==> src/rtl/uart_rx_byte_if.sv <==
// uart_rx_byte_if: serial line input and received-byte outputs of the UART receiver.
`timescale 1ns/1ps
`default_nettype none

interface uart_rx_byte_if;
    logic       i_rx;
    logic [7:0] o_data;
    logic       o_dv;
    logic       o_frame_err;
    logic       o_busy;

    modport master (
        input  i_rx,
        output o_data,
        output o_dv,
        output o_frame_err,
        output o_busy
    );

    modport slave (
        output i_rx,
        input  o_data,
        input  o_dv,
        input  o_frame_err,
        input  o_busy
    );
endinterface

`default_nettype wire

==> src/rtl/uart_rx_byte.sv <==
// ============================================================================
// Module      : uart_rx_byte
// Description : 8N1 UART receiver, mid-bit sampling, byte/frame-error strobes.
// Revision    : 1.0 - initial release
// ============================================================================
`timescale 1ns/1ps
`default_nettype none

module uart_rx_byte #(
    parameter int CLKS_PER_BIT = 434,
    parameter int SYNC_STAGES  = 2
) (
    input  wire logic       clk,
    input  wire logic       i_reset_n,
    uart_rx_byte_if.master  bus
);

    if (CLKS_PER_BIT < 4 || CLKS_PER_BIT > 65535) begin : g_bad_clks_per_bit
        $error("uart_rx_byte: CLKS_PER_BIT out of range 4..65535");
    end
    if (SYNC_STAGES < 2 || SYNC_STAGES > 4) begin : g_bad_sync_stages
        $error("uart_rx_byte: SYNC_STAGES out of range 2..4");
    end

    localparam int CNT_W = $clog2(CLKS_PER_BIT);
    localparam logic [CNT_W-1:0] c_half = CNT_W'((CLKS_PER_BIT - 1) / 2);
    localparam logic [CNT_W-1:0] c_last = CNT_W'(CLKS_PER_BIT - 1);
    localparam logic [CNT_W-1:0] c_one  = CNT_W'(1);

    typedef enum logic [1:0] {
        S_IDLE  = 2'd0,
        S_START = 2'd1,
        S_DATA  = 2'd2,
        S_STOP  = 2'd3
    } state_t;

    state_t                 r_state;
    logic [SYNC_STAGES-1:0] r_sync;
    logic [CNT_W-1:0]       r_clk_cnt;
    logic [2:0]             r_bit_idx;
    logic [7:0]             r_shift;
    logic [7:0]             r_data;
    logic                   r_dv;
    logic                   r_frame_err;
    logic                   r_busy;
    logic                   w_rx_s;

    assign w_rx_s = r_sync[SYNC_STAGES-1];

    // Synchronizer presets high so reset looks like an idle line, not a start bit.
    always_ff @(posedge clk or negedge i_reset_n) begin
        if (!i_reset_n) begin
            r_sync <= '1;
        end else begin
            r_sync <= {r_sync[SYNC_STAGES-2:0], bus.i_rx};
        end
    end

    always_ff @(posedge clk or negedge i_reset_n) begin
        if (!i_reset_n) begin
            r_state     <= S_IDLE;
            r_clk_cnt   <= '0;
            r_bit_idx   <= 3'd0;
            r_shift     <= 8'h00;
            r_data      <= 8'h00;
            r_dv        <= 1'b0;
            r_frame_err <= 1'b0;
            r_busy      <= 1'b0;
        end else begin
            r_dv        <= 1'b0;
            r_frame_err <= 1'b0;
            case (r_state)
                S_IDLE: begin
                    r_clk_cnt <= '0;
                    if (!w_rx_s) begin
                        r_state <= S_START;
                        r_busy  <= 1'b1;
                    end
                end
                S_START: begin
                    if (r_clk_cnt == c_half) begin
                        r_clk_cnt <= '0;
                        if (!w_rx_s) begin
                            r_state   <= S_DATA;
                            r_bit_idx <= 3'd0;
                        end else begin
                            r_state <= S_IDLE;
                            r_busy  <= 1'b0;
                        end
                    end else begin
                        r_clk_cnt <= r_clk_cnt + c_one;
                    end
                end
                S_DATA: begin
                    if (r_clk_cnt == c_last) begin
                        r_clk_cnt          <= '0;
                        r_shift[r_bit_idx] <= w_rx_s;
                        r_bit_idx          <= r_bit_idx + 3'd1;
                        if (r_bit_idx == 3'd7) begin
                            r_state <= S_STOP;
                        end
                    end else begin
                        r_clk_cnt <= r_clk_cnt + c_one;
                    end
                end
                S_STOP: begin
                    // Leaving at mid stop bit leaves half a bit to catch a gapless next start.
                    if (r_clk_cnt == c_last) begin
                        r_clk_cnt <= '0;
                        r_state   <= S_IDLE;
                        r_busy    <= 1'b0;
                        if (w_rx_s) begin
                            r_data <= r_shift;
                            r_dv   <= 1'b1;
                        end else begin
                            r_frame_err <= 1'b1;
                        end
                    end else begin
                        r_clk_cnt <= r_clk_cnt + c_one;
                    end
                end
                default: begin
                    r_state <= S_IDLE;
                    r_busy  <= 1'b0;
                end
            endcase
        end
    end

    assign bus.o_data      = r_data;
    assign bus.o_dv        = r_dv;
    assign bus.o_frame_err = r_frame_err;
    assign bus.o_busy      = r_busy;

endmodule

`default_nettype wire

==> src/flat_wrapper.sv <==
// flat-port wrapper written by rule: the top's interface ports become plain ports
module uart_rx_byte_flat 
#(
    parameter int CLKS_PER_BIT = 434,
    parameter int SYNC_STAGES  = 2
)
  (clk, i_reset_n, bus_i_rx, bus_o_data, bus_o_dv, bus_o_frame_err, bus_o_busy);
  uart_rx_byte_if bus_i ();
  input  wire logic clk;
  input  wire logic i_reset_n;
  input wire logic [$bits(bus_i.i_rx)-1:0] bus_i_rx;
  output wire logic [$bits(bus_i.o_data)-1:0] bus_o_data;
  output wire logic [$bits(bus_i.o_dv)-1:0] bus_o_dv;
  output wire logic [$bits(bus_i.o_frame_err)-1:0] bus_o_frame_err;
  output wire logic [$bits(bus_i.o_busy)-1:0] bus_o_busy;
  assign bus_i.i_rx = bus_i_rx;
  assign bus_o_data = bus_i.o_data;
  assign bus_o_dv = bus_i.o_dv;
  assign bus_o_frame_err = bus_i.o_frame_err;
  assign bus_o_busy = bus_i.o_busy;
  uart_rx_byte #(.CLKS_PER_BIT(CLKS_PER_BIT), .SYNC_STAGES(SYNC_STAGES)) u_core (.clk(clk), .i_reset_n(i_reset_n), .bus(bus_i));
endmodule
==> config.mk <==
export PLATFORM = sky130hd
export DESIGN_NAME = uart_rx_byte_flat
export DESIGN_NICKNAME = d
export VERILOG_FILES = /design/src/rtl/uart_rx_byte_if.sv /design/src/rtl/uart_rx_byte.sv /design/src/flat_wrapper.sv
export SDC_FILE = /design/constraint.sdc
export NUM_CORES = 1
export LEC_CHECK = 0
export BUFFER_PORTS_ARGS = -buffer_cell sky130_fd_sc_hd__buf_2
export CORE_UTILIZATION = 55
export DETAILED_ROUTE_END_ITERATION = 8
export PLACE_DENSITY = 0.75
export SYNTH_ARGS = -nofsm -noshare
export SYNTH_HDL_FRONTEND = slang
export SYNTH_SLANG_ARGS = --single-unit
==> constraint.sdc <==
create_clock -name clk -period 5.2 [get_ports clk]
set_input_delay 0.26 -clock clk [delete_from_list [all_inputs] [get_ports clk]]
set_output_delay 0.26 -clock clk [all_outputs]
set_load 0.02 [all_outputs]
# ---- Yosys cells after proc, flatten, opt, wreduce, memory -nomap -nowiden
# Index checks and enable logic that the tools add are counted.
dict set report op_classes {
  n_addsub 2
  mul 0
  div 0
  n_lt_le_gt_ge 2
  eq_ne 13
  n_shift 0
  muxes 28
  bitwise_logic 0
  reduce_logical 10
}
# cell n
set ops {}
lappend ops {{one-hot mux 9 bit (3 select lines)} 1}
lappend ops {{two-way mux 9 bit} 2}
lappend ops {{two-way mux 2 bit} 6}
lappend ops {{two-way mux 1 bit} 11}
lappend ops {{!= test 2 x 1 -> 1 bit (second input constant)} 5}
lappend ops {{AND reduction 5 bit} 2}
lappend ops {{adder 9 x 1 -> 9 bit (second input constant)} 1}
lappend ops {{equality test 9 x 8 -> 1 bit (second input constant)} 1}
lappend ops {{equality test 9 bit (second input constant)} 1}
lappend ops {{two-way mux 3 bit} 3}
lappend ops {{bitwise mux 8 bit} 1}
lappend ops {{one-hot mux 2 bit (4 select lines)} 1}
lappend ops {{one-hot mux 3 bit (2 select lines)} 1}
lappend ops {{equality test 2 bit (second input constant)} 2}
lappend ops {{< comparator 3 x 4 -> 1 bit (second input constant)} 1}
lappend ops {{!= test 2 bit (second input constant)} 2}
lappend ops {{AND reduction 4 bit} 1}
lappend ops {{adder 3 x 1 -> 3 bit (second input constant)} 1}
lappend ops {{demux 1 bit (select 3 bit)} 1}
lappend ops {{equality test 3 bit (second input constant)} 1}
lappend ops {{>= comparator 3 x 1 -> 1 bit (second input constant)} 1}
lappend ops {{one-hot mux 1 bit (3 select lines)} 1}
lappend ops {{AND reduction 3 bit} 1}
lappend ops {{nonzero test 3 bit} 1}
lappend ops {{other kinds (6)} 6}
dict set report totals {
  register_bits 35
  latch_bits 0
  mem_bits_rw 0
  rom_bits 0
  in_bits 3
  out_inout_bits 11
  wordCells 64
  memories 0
}

# ---- Longest topological paths before layout
# Gate-level depths: netlist (run 1).
dict set report depth {
  ltp_word 5
  depth_mapped 7
  ltp_nobuf 6
}

# ---- Worst setup path before layout (run 1)
# No wires, ideal clock.
dict set report synth_timing {
  path_kind {reg-to-reg}
  start {register u_core.r_clk_cnt[0]}
  end {register u_core.r_state[0]}
  setup_time_ns 0.127
  arrival_time_ns 1.709
  required_ns 5.073
  path_slack_ns 3.363
  path_stages_with_launch 7
  path_buffers 0
  period_less_slack_ns 1.837
  path_cell_list {dfrtp_1 > inv_1 > ha_1 > or4b_1 > nor3_2 > o31a_2 > mux2_1}
}
dict set report synth_via {
  elab_chain_len 3
  elab_cells_between_ends 6
  cone_classes {5 x eq/ne; 1 x reduce/logical}
}
# element line
set synth_rtl {}
lappend synth_rtl {{from (decl)} uart_rx_byte.sv:39} ;# logic [CNT_W-1:0] r_clk_cnt;
lappend synth_rtl {{from (signal assigned)} uart_rx_byte.sv:91} ;# r_clk_cnt <= r_clk_cnt + c_one;
lappend synth_rtl {{from (signal assigned)} uart_rx_byte.sv:103} ;# r_clk_cnt <= r_clk_cnt + c_one;
lappend synth_rtl {{from (signal assigned)} uart_rx_byte.sv:119} ;# r_clk_cnt <= r_clk_cnt + c_one;
lappend synth_rtl {{equality test 9 bit or equality test 9 x 8 -> 1 bit (tied branches)} {uart_rx_byte.sv:95, uart_rx_byte.sv:108, uart_rx_byte.sv:81}}
lappend synth_rtl {{!= test 2 x 1 -> 1 bit (no source line)} --}
lappend synth_rtl {{AND reduction 5 bit (no source line) (*)} --}
lappend synth_rtl {{to (signal assigned)} uart_rx_byte.sv:100} ;# r_state <= S_STOP;
lappend synth_rtl {{to (signal assigned)} uart_rx_byte.sv:110} ;# r_state <= S_IDLE;
lappend synth_rtl {{to (signal assigned)} uart_rx_byte.sv:123} ;# r_state <= S_IDLE;
lappend synth_rtl {{to (decl)} uart_rx_byte.sv:37} ;# state_t r_state;
# Mark *: on every way between the ends. The rest lies on a longest branch, timed or not.
# A chain may end at the register's enable or synchronous reset.

# ---- Worst setup path after layout (run 1)
dict set report layout_timing {
  start {register u_core.r_clk_cnt[1]}
  end {register u_core.r_shift[4]}
}
dict set report layout_via {
  elab_chain_len 2
}
# element line
set layout_rtl {}
lappend layout_rtl {{equality test 9 bit} uart_rx_byte.sv:95} ;# if (r_clk_cnt == c_last) begin
lappend layout_rtl {{AND reduction 2 bit (no source line)} --}
lappend layout_rtl {{to (signal, indexed assignment)} uart_rx_byte.sv:97} ;# r_shift[r_bit_idx] <= w_rx_s;
lappend layout_rtl {{to (decl)} uart_rx_byte.sv:41} ;# logic [7:0] r_shift;
# No other way between the ends.

==> results of run 1 <==
timing repair:
| action | CTS | global route |
|---|---|---|
| endpoints found under the setup margin | 0 | 0 |
| hold endpoints to repair | 11 | 1 |
| hold buffers | 1 | 1 |
area by class of cell:
class | instances | share of cell area, %
clock buffer | 5 | 2.18
timing repair buffer | 15 | 4.95
clock inverter | 3 | 1.16
tap | 31 | 2.25
multi-input combinational | 85 | 36.7
sequential | 35 | 51.1
inverter | 8 | 1.75
power by group through the flow:
stage	Clock [W]	Sequential, W	Combinational, W
after global placement	0	0.000280	0.00000677
after floorplan	0	0.000279	0.00000157
final	0.000142	0.000275	0.00000763
after global routing	0.000161	0.000275	0.00000907
after CTS	0.000148	0.000275	0.00000755
after detailed placement	0	0.000280	0.00000700
Yosys cell counts (all sizes together) (3+ instances only):
cell type  number  area, um^2
nor3            4        25.0
inv             8        30.0
nand2           8        30.0
nand4           6        37.5
buf             3        23.8
nor2           15        56.3
xnor2           5        43.8
ha              5        62.6
dfrtp          33         826
nand3           4        20.0
o21ai           4        20.0
mux2           17         191
worst max-delay path, delay by kind of cell (launching register included):
family / cells / cell delay (ns)
buffers and inverters: 1 / 0.09
DFF: 1 / 0.43
and+or+nand+nor: 3 / 1.24
muxes: 1 / 0.37
adders and majority gates: 1 / 0.14
layout by cell type, fill, tap and decap left out, types with 2 or more instances in the layout:
master          n
dfrtp_1        33
nor2_1         15
mux2_2         14
buf_2          13
inv_1           8
nand2_1         8
nand4_1         6
xnor2_1         5
ha_1            5
clkbuf_4        5
o21ai_0         4
nand3_1         4
nor3_1          3
mux2_1          3
nand4b_1        2
xor2_1          2
a21oi_1         2
clkinvlp_4      2
dlygate4sd3_1   2
dfstp_2         2
sequential cells by signal, summed over array words and instances, names as in the netlist, 2 cells and up, named ones only:
name and flops:
u_core.r_bit_idx 3, u_core.r_clk_cnt 9, u_core.r_sync 2, u_core.bus.o_data 8, u_core.r_shift 8
cell families (layout without fill, tap and decap cells):
family,after synthesis,after routing
simple gates,46,46
flops,35,35
mux,17,17
buf+inv,13,31
compound gates,10,10
xor+xnor,7,7
fa+ha+maj,5,5
routing by layer:
layer	vias up	track usage, %
li1	494	-
met3	5	4.92
met2	18	27.9
met1	489	25.3
met5	-	0
met4	0	7.50
path summary, 6_finish.rpt:
| kind | depth (start not counted) | slack [ns] | endpoint |
|---|---|---|---|
| max reg2reg | 6 | 2.83 | u_core.r_shift[4]$_DFFE_PN0P_ |
| min reg2reg | 0 | 0.36 | u_core.r_sync[1]$_DFF_PN1_ |
| max in group asynchronous | 2 | 4.20 | u_core.bus.o_data[0]$_DFFE_PN0P_ |
| max | 6 | 2.83 | u_core.r_shift[4]$_DFFE_PN0P_ |
| min in group asynchronous | 2 | 0.52 | u_core.r_state[0]$_DFFE_PN0P_ |
| min | 0 | 0.36 | u_core.r_sync[1]$_DFF_PN1_ |
stage by stage:
step | util (%) | hold WS, ns
CTS | 62.6 | 0.00640
floorplan | - | -0.0356
finish | 62.9 | 0.358
detailed placement | 60.1 | 0.350
global placement | 60.1 | 0.346
global route | 62.9 | 0.364
==> run_results.csv, run 1 <==
group,metric,value,unit
worst_setup_path,required,5.44,ns
worst_setup_path,critPathMaxFanout,12,
detailed_routing,vias,1006,
floorplan,dieArea,0.00307,mm^2
sta,finalCritPeriodShare,45.5,%
clock_network,cts_tree,"done",
detailed_routing,wl_met1,1210,um
sta,setup_violations,0,
sta,slew-limit-headroom,41.1,%
pwr,pwr-share-seq,64.8,%
synthesis,ys_ff_latch,35,
cells_and_area,area_growth,9.56,%
sta,worstMarginPinSlew,0.876,ns
pwr,p_clk_share,33.4,%
synthesis,synth_ff_type,"dfrtp_1",
sta,rsz0062_at_grt,"no",
detailed_routing,drt-pass1-iter-count,4,
global_routing,grt_antenna_before_repair,0,
global_routing,grt_pass1_wl,4350,um
detailed_routing,wl_per_cell,13.1,um
cells_and_area,layout-drive-gt1-share,27.2,%
synthesis,synth_area_per_cell,11.8,um^2
clock_network,cts_buffer_depth,2,
detailed_routing,drt.antenna.violating_nets,0,
place,placed_area,0.00164,mm^2
synthesis,yosys.area_share.xor_xnor,3.90,%
global_routing,overflow,0,
place,numPortBuffers,13,
cells_and_area,diodes,0,
clock_network,post_cts_resized,0,
synthesis,synth_top_family_by_area,"simple AND/OR/NAND/NOR gates",
global_routing,grt_usage,18.4,%
floorplan,die_x,55.4,um
detailed_routing,first_iter_violations,22,
detailed_routing,met3RoutedLength,77,um
place,place_ws,2.82,ns
pwr,p_sw_share,23.0,%
global_routing,grt_pass1_vias,963,
floorplan,core-area,0.00273,mm^2
worst_setup_path,critPathCaptureType,"flip-flop",
worst_setup_path,critPathLaunchType,"flip-flop",
synthesis,yosys.area_share.simple,15.9,%
worst_setup_path,crit_start,"u_core.r_clk_cnt[1]$_DFF_PN0_",
cells_and_area,multi_input_area,631,um^2
sta,fin_setup_tns,0,ns
sta,max_freq,423,MHz
sta,finalHoldViolCount,0,
sta,min_period,2.37,ns
synthesis,syn_area,0.00157,mm^2
clock_network,path_clk_slew,0.11,ns
floorplan,io_pins,14,
synthesis,synth-adder-area-share,3.98,%
clock_network,cts-root-buf,"clkbuf_4",
worst_setup_path,worstPathCellList,"inv_1 -> ha_1 -> nand4b_1 -> nor4_2 -> nor4b_1 -> mux2_2",
pwr,leakage,0.808,nW
cells_and_area,fillers,228,
flow_run,maxCapViolations,0,
detailed_routing,via_per_inst,5.53,
clock_network,cts_sinks,35,
synthesis,netlist_instances,133,
synthesis,synth-edff-count,0,
cells_and_area,layout.area.seq,878,um^2
sta,setup_ws,2.83,ns
sta,drv_slew,0,
clock_network,clock_latency,0.34,ns
place,placed_cells,172,
worst_setup_path,critical-path-max-stage-delay,0.76,ns
worst_setup_path,reg2reg_from,"u_core.r_clk_cnt[1]$_DFF_PN0_",
sta,fin_worst_skew,0.0127,ns
worst_setup_path,timing.critical_path.arrival,2.60,ns
synthesis,synth_compound_area_share,4.14,%
global_routing,grt_max_degree,36,
pwr,total_power,0.000424,W
pwr,p_int,0.000327,W
floorplan,die_h,55.4,um
place,place_congestion,0.848,
worst_hold_path,worst_hold_path_type,"reg -> reg",
detailed_routing,top_layer,"met4",
synthesis,synth_mux_area_share,12.2,%
pwr,power_frac_comb,1.8,%
floorplan,floorplan.rows,19,
floorplan,initial_utilization,57.4,%
worst_setup_path,cp_slowest_cell,"nor4_2",
synthesis,yosysSeqAreaShare,55.9,%
cells_and_area,postLayoutCellArea,0.00172,mm^2
cells_and_area,final_nets,158,
clock_network,postCtsSetupRepairBufs,0,
detailed_routing,wl,2390,um
place,dp_hpwl,1630,um
worst_setup_path,path_class,"reg -> reg",
synthesis,yosys_warnings,0,
detailed_routing,wl_met2,1060,um
pwr,switchingPower,0.0000974,W
cells_and_area,final-instance-count-excl-fill,182,
synthesis,ys_types,32,
pwr,power_density,247,mW/mm^2
clock_network,htree_levels,2,
synthesis,synthesis.nets,141,
status,outcome,"finished, final reports clean",
detailed_routing,drc,0,
synthesis,synthArstFlopShare,100,%
clock_network,cts_buffers,5,
worst_hold_path,hp-start,"u_core.r_sync[0]$_DFF_PN1_",
pwr,max-vdd-ir-drop,0.000242,V
Power figures use the tool's default switching activity.
==> inputs of run 2 (changes only) <==
==> constraint.sdc (replaced) <==
create_clock -name clk -period 2.4 [get_ports clk]
set_input_delay 0.12 -clock clk [delete_from_list [all_inputs] [get_ports clk]]
set_output_delay 0.12 -clock clk [all_outputs]
set_load 0.02 [all_outputs]
==> run_results.csv, run 2 (synthesized netlist as in run 1, its figures left out) <==
group,metric,value,unit
clock_network,cts_sinks,35,
clock_network,path_clk_slew,0.11,ns
pwr,max-vdd-ir-drop,0.000688,V
sta,min_period,2.09,ns
sta,drv_slew,0,
clock_network,hold_buffers,2,
floorplan,io_pins,14,
pwr,leakage,0.838,nW
floorplan,core-area,0.00273,mm^2
clock_network,cts_buffer_depth,2,
detailed_routing,drt.antenna.violating_nets,0,
floorplan,dieArea,0.00307,mm^2
floorplan,floorplan.rows,19,
sta,worstMarginPinSlew,0.745,ns
cells_and_area,area_growth,12.8,%
worst_setup_path,critPathCaptureType,"flip-flop",
detailed_routing,drc,0,
detailed_routing,wl_per_cell,14.5,um
worst_setup_path,cp_slowest_cell,"dfrtp_1",
global_routing,grt_usage,20.2,%
cells_and_area,largest_reg_flops,9,
pwr,power_density,636,mW/mm^2
sta,rsz0062_at_grt,"no",
cells_and_area,layout-drive-gt1-share,27.0,%
cells_and_area,final_cell_mix,"dfrtp_1, nor2_1, mux2_2, buf_2",
worst_setup_path,required,2.62,ns
worst_setup_path,critical-path-max-stage-delay,0.44,ns
worst_setup_path,timing.critical_path.arrival,2.32,ns
sta,setup_violations,0,
status,outcome,"finished, final reports clean",
floorplan,initial_utilization,57.4,%
sta,finalHoldViolCount,0,
clock_network,cts_tree,"done",
detailed_routing,drt-pass1-iter-count,4,
worst_setup_path,critPathBufInv,1,
cells_and_area,final_nets,159,
flow_run,maxCapViolations,0,
worst_setup_path,critPathMaxFanout,11,
detailed_routing,vias,1042,
sta,max_freq,478,MHz
place,dp_hpwl,1850,um
worst_setup_path,critPathLaunchType,"flip-flop",
worst_hold_path,worst_hold_path_type,"in -> async",
clock_network,post_cts_resized,0,
detailed_routing,first_iter_violations,34,
clock_network,clock_latency,0.34,ns
place,place_congestion,0.855,
worst_setup_path,reg2reg_from,"u_core.r_clk_cnt[0]$_DFF_PN0_",
sta,whs,0.372,ns
place,numPortBuffers,13,
cells_and_area,final_common_cell,"dfrtp_1",
global_routing,grt_max_degree,36,
global_routing,overflow,0,
clock_network,postCtsSetupRepairBufs,0,
clock_network,cts-root-buf,"clkbuf_4",
clock_network,cts_buffers,5,
detailed_routing,wl,2650,um
worst_setup_path,worstPathCellList,"inv_1 -> ha_1 -> or4b_1 -> nor3_2 -> o31a_2 -> mux2_1",
worst_setup_path,cp_top_family,"simple AND/OR/NAND/NOR gates",
sta,fin_setup_tns,0,ns
clock_network,htree_levels,2,
global_routing,grt_antenna_before_repair,0,
cells_and_area,diodes,0,
sta,fin_worst_skew,0.0137,ns
sta,slew-limit-headroom,50.3,%
sta,finalCritPeriodShare,87.2,%
worst_setup_path,crit_start,"u_core.r_clk_cnt[0]$_DFF_PN0_",
cells_and_area,top_register,"u_core.r_clk_cnt",
detailed_routing,via_per_inst,5.69,
floorplan,die_x,55.4,um
floorplan,die_h,55.4,um
global_routing,grt_pass1_vias,1045,
worst_setup_path,path_class,"reg -> reg",
global_routing,grt_pass1_wl,4580,um
-- run 2: changes by cell type in the layout (fill, tap and decap cells not counted) --
cell	delta
buf_4	+1
bufinv_16	+2
clkbuf_1	+1
clkinv_2	-1
clkinvlp_4	-2
-- run 2: per-layer routing --
layer / track usage (%) / part of all wire (%)
met1: 23.1 / 45
met2: 32.7 / 48
met3: 7.96 / 4.9
met4: 10.7 / 1.8
met5: 0 / 0
-- run 2: where the power goes --
group	switching, W	internal (W)	leakage, nW	total, W
Sequential	0.00000318	0.000593	0.462	0.000596
Combinational	0.0000129	0.00000382	0.324	0.0000167
Clock	0.000189	0.000325	0.0525	0.000514
Total	0.000205	0.000921	0.838	0.00113
-- run 2: worst register-to-register path, cell delays in order, from the launching register on --
cell and delay [ns]:
dfrtp_1 0.44, inv_1 0.08, ha_1 0.13, or4b_1 0.44, nor3_2 0.25, o31a_2 0.30
mux2_1 0.34
-- run 2: metrics by stage --
step	power, W	cell area [um^2]	setup slack (ns)	cells	util (%)
after floorplan	0.000608	1570	0.563	133	-
after global placement	0.000622	1650	0.323	173	60.4
after detailed placement	0.000623	1650	0.300	173	60.4
after CTS	0.00114	1770	0.283	183	64.8
after global routing	0.00118	1770	0.105	183	64.8
final	0.00113	1770	0.307	183	64.8
-- run 2: path summary, 6_finish.rpt --
kind / slack, ns / to / cells after the start
min reg2reg: 0.38 / u_core.r_sync[1]$_DFF_PN1_ / 0
min in group clk: 0.38 / u_core.r_sync[1]$_DFF_PN1_ / 0
max in group asynchronous: 1.55 / u_core.r_clk_cnt[8]$_DFF_PN0_ / 2
min: 0.37 / u_core.bus.o_frame_err$_DFF_PN0_ / 2
max: 0.31 / u_core.r_state[0]$_DFFE_PN0P_ / 6
max reg2reg: 0.31 / u_core.r_state[0]$_DFFE_PN0P_ / 6
-- run 2: area by class of cell --
type                            count  area, um^2
Tap cell                           31        38.8
Inverter                            8        30.0
Multi-Input combinational cell     85         631
Sequential cell                    35         878
Fill cell                         201         962
Timing Repair Buffer               16        92.6
Clock inverter                      2        60.1
Clock buffer                        6        41.3
==> inputs of run 3 (changes only) <==
--- a/config.mk
+++ b/config.mk
@@ -8,7 +8,9 @@
 export BUFFER_PORTS_ARGS = -buffer_cell sky130_fd_sc_hd__buf_2
 export CORE_UTILIZATION = 55
 export DETAILED_ROUTE_END_ITERATION = 8
+export GPL_TIMING_DRIVEN = 0
 export PLACE_DENSITY = 0.75
+export SLEW_MARGIN = 0
 export SYNTH_ARGS = -nofsm -noshare
 export SYNTH_HDL_FRONTEND = slang
 export SYNTH_SLANG_ARGS = --single-unit
==> constraint.sdc (replaced) <==
create_clock -name clk -period 2.63 [get_ports clk]
set_input_delay 0.1315 -clock clk [delete_from_list [all_inputs] [get_ports clk]]
set_output_delay 0.1315 -clock clk [all_outputs]
set_load 0.02 [all_outputs]
==> run_results.csv, run 3 (synthesized netlist as in run 1, its figures left out) <==
group,metric,value,unit
cells_and_area,top_register,"u_core.r_clk_cnt",
worst_setup_path,cp_slowest_cell,"or4b_1",
detailed_routing,wl_per_cell,13.5,um
worst_setup_path,critical-path-max-stage-delay,0.48,ns
sta,min_period,2.07,ns
pwr,total_power,0.000893,W
detailed_routing,via_per_inst,5.67,
worst_setup_path,r2r_slack,0.56,ns
clock_network,htree_levels,2,
floorplan,core-area,0.00273,mm^2
floorplan,die_x,55.4,um
global_routing,overflow,0,
cells_and_area,final_cell_mix,"dfrtp_1, nor2_1, buf_2, mux2_2",
worst_hold_path,worst_hold_path_type,"reg -> reg",
sta,finalCritPeriodShare,78.6,%
clock_network,cts_buffer_depth,2,
global_routing,grt_max_degree,36,
cells_and_area,largest_reg_flops,9,
sta,setup_violations,0,
sta,drv_slew,0,
sta,finalHoldViolCount,0,
cells_and_area,final_common_cell,"dfrtp_1",
global_routing,grt_pass1_vias,986,
worst_setup_path,worstPathCellList,"inv_1 -> ha_1 -> or4b_1 -> nor3_2 -> o31a_2 -> mux2_1",
clock_network,cts_sinks,35,
global_routing,grt_pass1_wl,4620,um
floorplan,io_pins,14,
cells_and_area,diodes,0,
cells_and_area,layout-drive-gt1-share,28.2,%
place,placed_cells,177,
clock_network,postCtsSetupRepairBufs,0,
worst_setup_path,cp-endpoint,"u_core.r_state[0]$_DFFE_PN0P_",
floorplan,die_h,55.4,um
detailed_routing,drt-pass1-iter-count,5,
worst_setup_path,critPathLaunchType,"flip-flop",
pwr,pwr-share-seq,60.6,%
worst_setup_path,critPathBufInv,1,
floorplan,floorplan.rows,19,
worst_setup_path,cp_top_family,"simple AND/OR/NAND/NOR gates",
worst_setup_path,crit_start,"u_core.r_clk_cnt[0]$_DFF_PN0_",
cells_and_area,area_growth,12.5,%
place,dp_hpwl,1760,um
pwr,max-vdd-ir-drop,0.000443,V
pwr,power_density,505,mW/mm^2
worst_setup_path,required,2.86,ns
pwr,switchingPower,0.000192,W
sta,max_freq,484,MHz
floorplan,initial_utilization,57.4,%
pwr,leakage,0.838,nW
sta,whs,0.362,ns
detailed_routing,wl,2530,um
cells_and_area,final_core_util,64.6,%
worst_setup_path,timing.critical_path.arrival,2.30,ns
cells_and_area,final-instance-count-excl-fill,187,
pwr,power_frac_comb,1.9,%
worst_setup_path,critPathCaptureType,"flip-flop",
pwr,p_sw_share,21.5,%
global_routing,grt_antenna_before_repair,0,
detailed_routing,first_iter_violations,30,
worst_setup_path,critPathMaxFanout,6,
pwr,p_int,0.000701,W
cells_and_area,final_nets,163,
worst_setup_path,path_class,"reg -> reg",
status,outcome,"finished, final reports clean",
clock_network,clock_latency,0.34,ns
detailed_routing,drc,0,
detailed_routing,drt.antenna.violating_nets,0,
worst_setup_path,crit_cells,6,
worst_setup_path,reg2reg_from,"u_core.r_clk_cnt[0]$_DFF_PN0_",
place,place_congestion,0.882,
sta,rsz0062_at_grt,"no",
flow_run,maxCapViolations,0,
sta,worstMarginPinSlew,0.738,ns
worst_setup_path,reg2reg_depth,6,
sta,slew-limit-headroom,50.8,%
clock_network,path_clk_slew,0.10,ns
cells_and_area,fillers,207,
sta,fin_worst_skew,0.00609,ns
clock_network,cts-root-buf,"clkbuf_4",
sta,fin_setup_tns,0,ns
clock_network,cts_buffers,5,
place,numPortBuffers,13,
pwr,p_clk_share,37.4,%
detailed_routing,vias,1060,
clock_network,cts_tree,"done",
worst_setup_path,r2r-end,"u_core.r_state[0]$_DFFE_PN0P_",
floorplan,dieArea,0.00307,mm^2
global_routing,grt_usage,19.7,%
## run 3: changes by cell type in the layout (fill, tap and decap cells not counted), sizes merged
| cell | change |
|---|---|
| buf | +2 |
| bufinv | -2 |
| clkbuf | +3 |
| clkinvlp | +1 |
## run 3: area by class of cell
type                            count  area [um^2]  share of cell area (%)
Buffer                              5         31.3                    1.77
Inverter                            8         30.0                    1.70
Clock buffer                        7         65.1                    3.68
Clock inverter                      1         7.51                   0.425
Multi-Input combinational cell     85          631                    35.7
Sequential cell                    35          878                    49.7
Tap cell                           31         38.8                    2.20
Timing Repair Buffer               15         85.1                    4.82
## run 3: per-stage QoR
step	setup slack (ns)	area, um^2
finish	0.564	1770
global route	0.404	1770
CTS	0.579	1770
detailed placement	0.607	1670
global placement	0.685	1670
floorplan	0.793	1570
## run 3: what timing repair did
action                    CTS  global route
gates resized for setup     0             0
hold endpoints to repair   34             0
hold buffers                2             0
## run 3: worst min-delay path by stage
stage                                    start                            end  slack [ns]  cells after the start
floorplan                            i_reset_n                      async pin       -0.16                      0
CTS                 u_core.r_sync[0]$_DFF_PN1_     u_core.r_sync[1]$_DFF_PN1_        0.36                      0
global placement                     i_reset_n  u_core.r_state[0]$_DFFE_PN0P_        0.23                      1
detailed placement                   i_reset_n  u_core.bus.o_busy$_DFFE_PN0P_        0.24                      1
global route        u_core.r_sync[0]$_DFF_PN1_     u_core.r_sync[1]$_DFF_PN1_        0.37                      0
finish              u_core.r_sync[0]$_DFF_PN1_     u_core.r_sync[1]$_DFF_PN1_        0.36                      0
## run 3: per-layer routing
layer | wire length [um] | vias to the layer above | GRT usage [%]
met3 | 120 | 6 | 6.32
met4 | 51 | 0 | 8.57
li1 | - | 505 | -
met1 | 1200 | 523 | 27.3
met5 | 0 | - | 0
met2 | 1150 | 26 | 28.6
## run 3: power by group through the flow
| stage | clock network (W) | logic (W) | registers [W] |
|---|---|---|---|
| 5_1_grt | 0.000369 | 0.0000202 | 0.000542 |
| 2_1_floorplan | 0 | 0.00000311 | 0.000552 |
| 4_1_cts | 0.000342 | 0.0000185 | 0.000541 |
| 3_3_place_gp | 0 | 0.0000158 | 0.000552 |
| 6_report | 0.000334 | 0.0000172 | 0.000541 |
| 3_5_place_dp | 0 | 0.0000161 | 0.000552 |
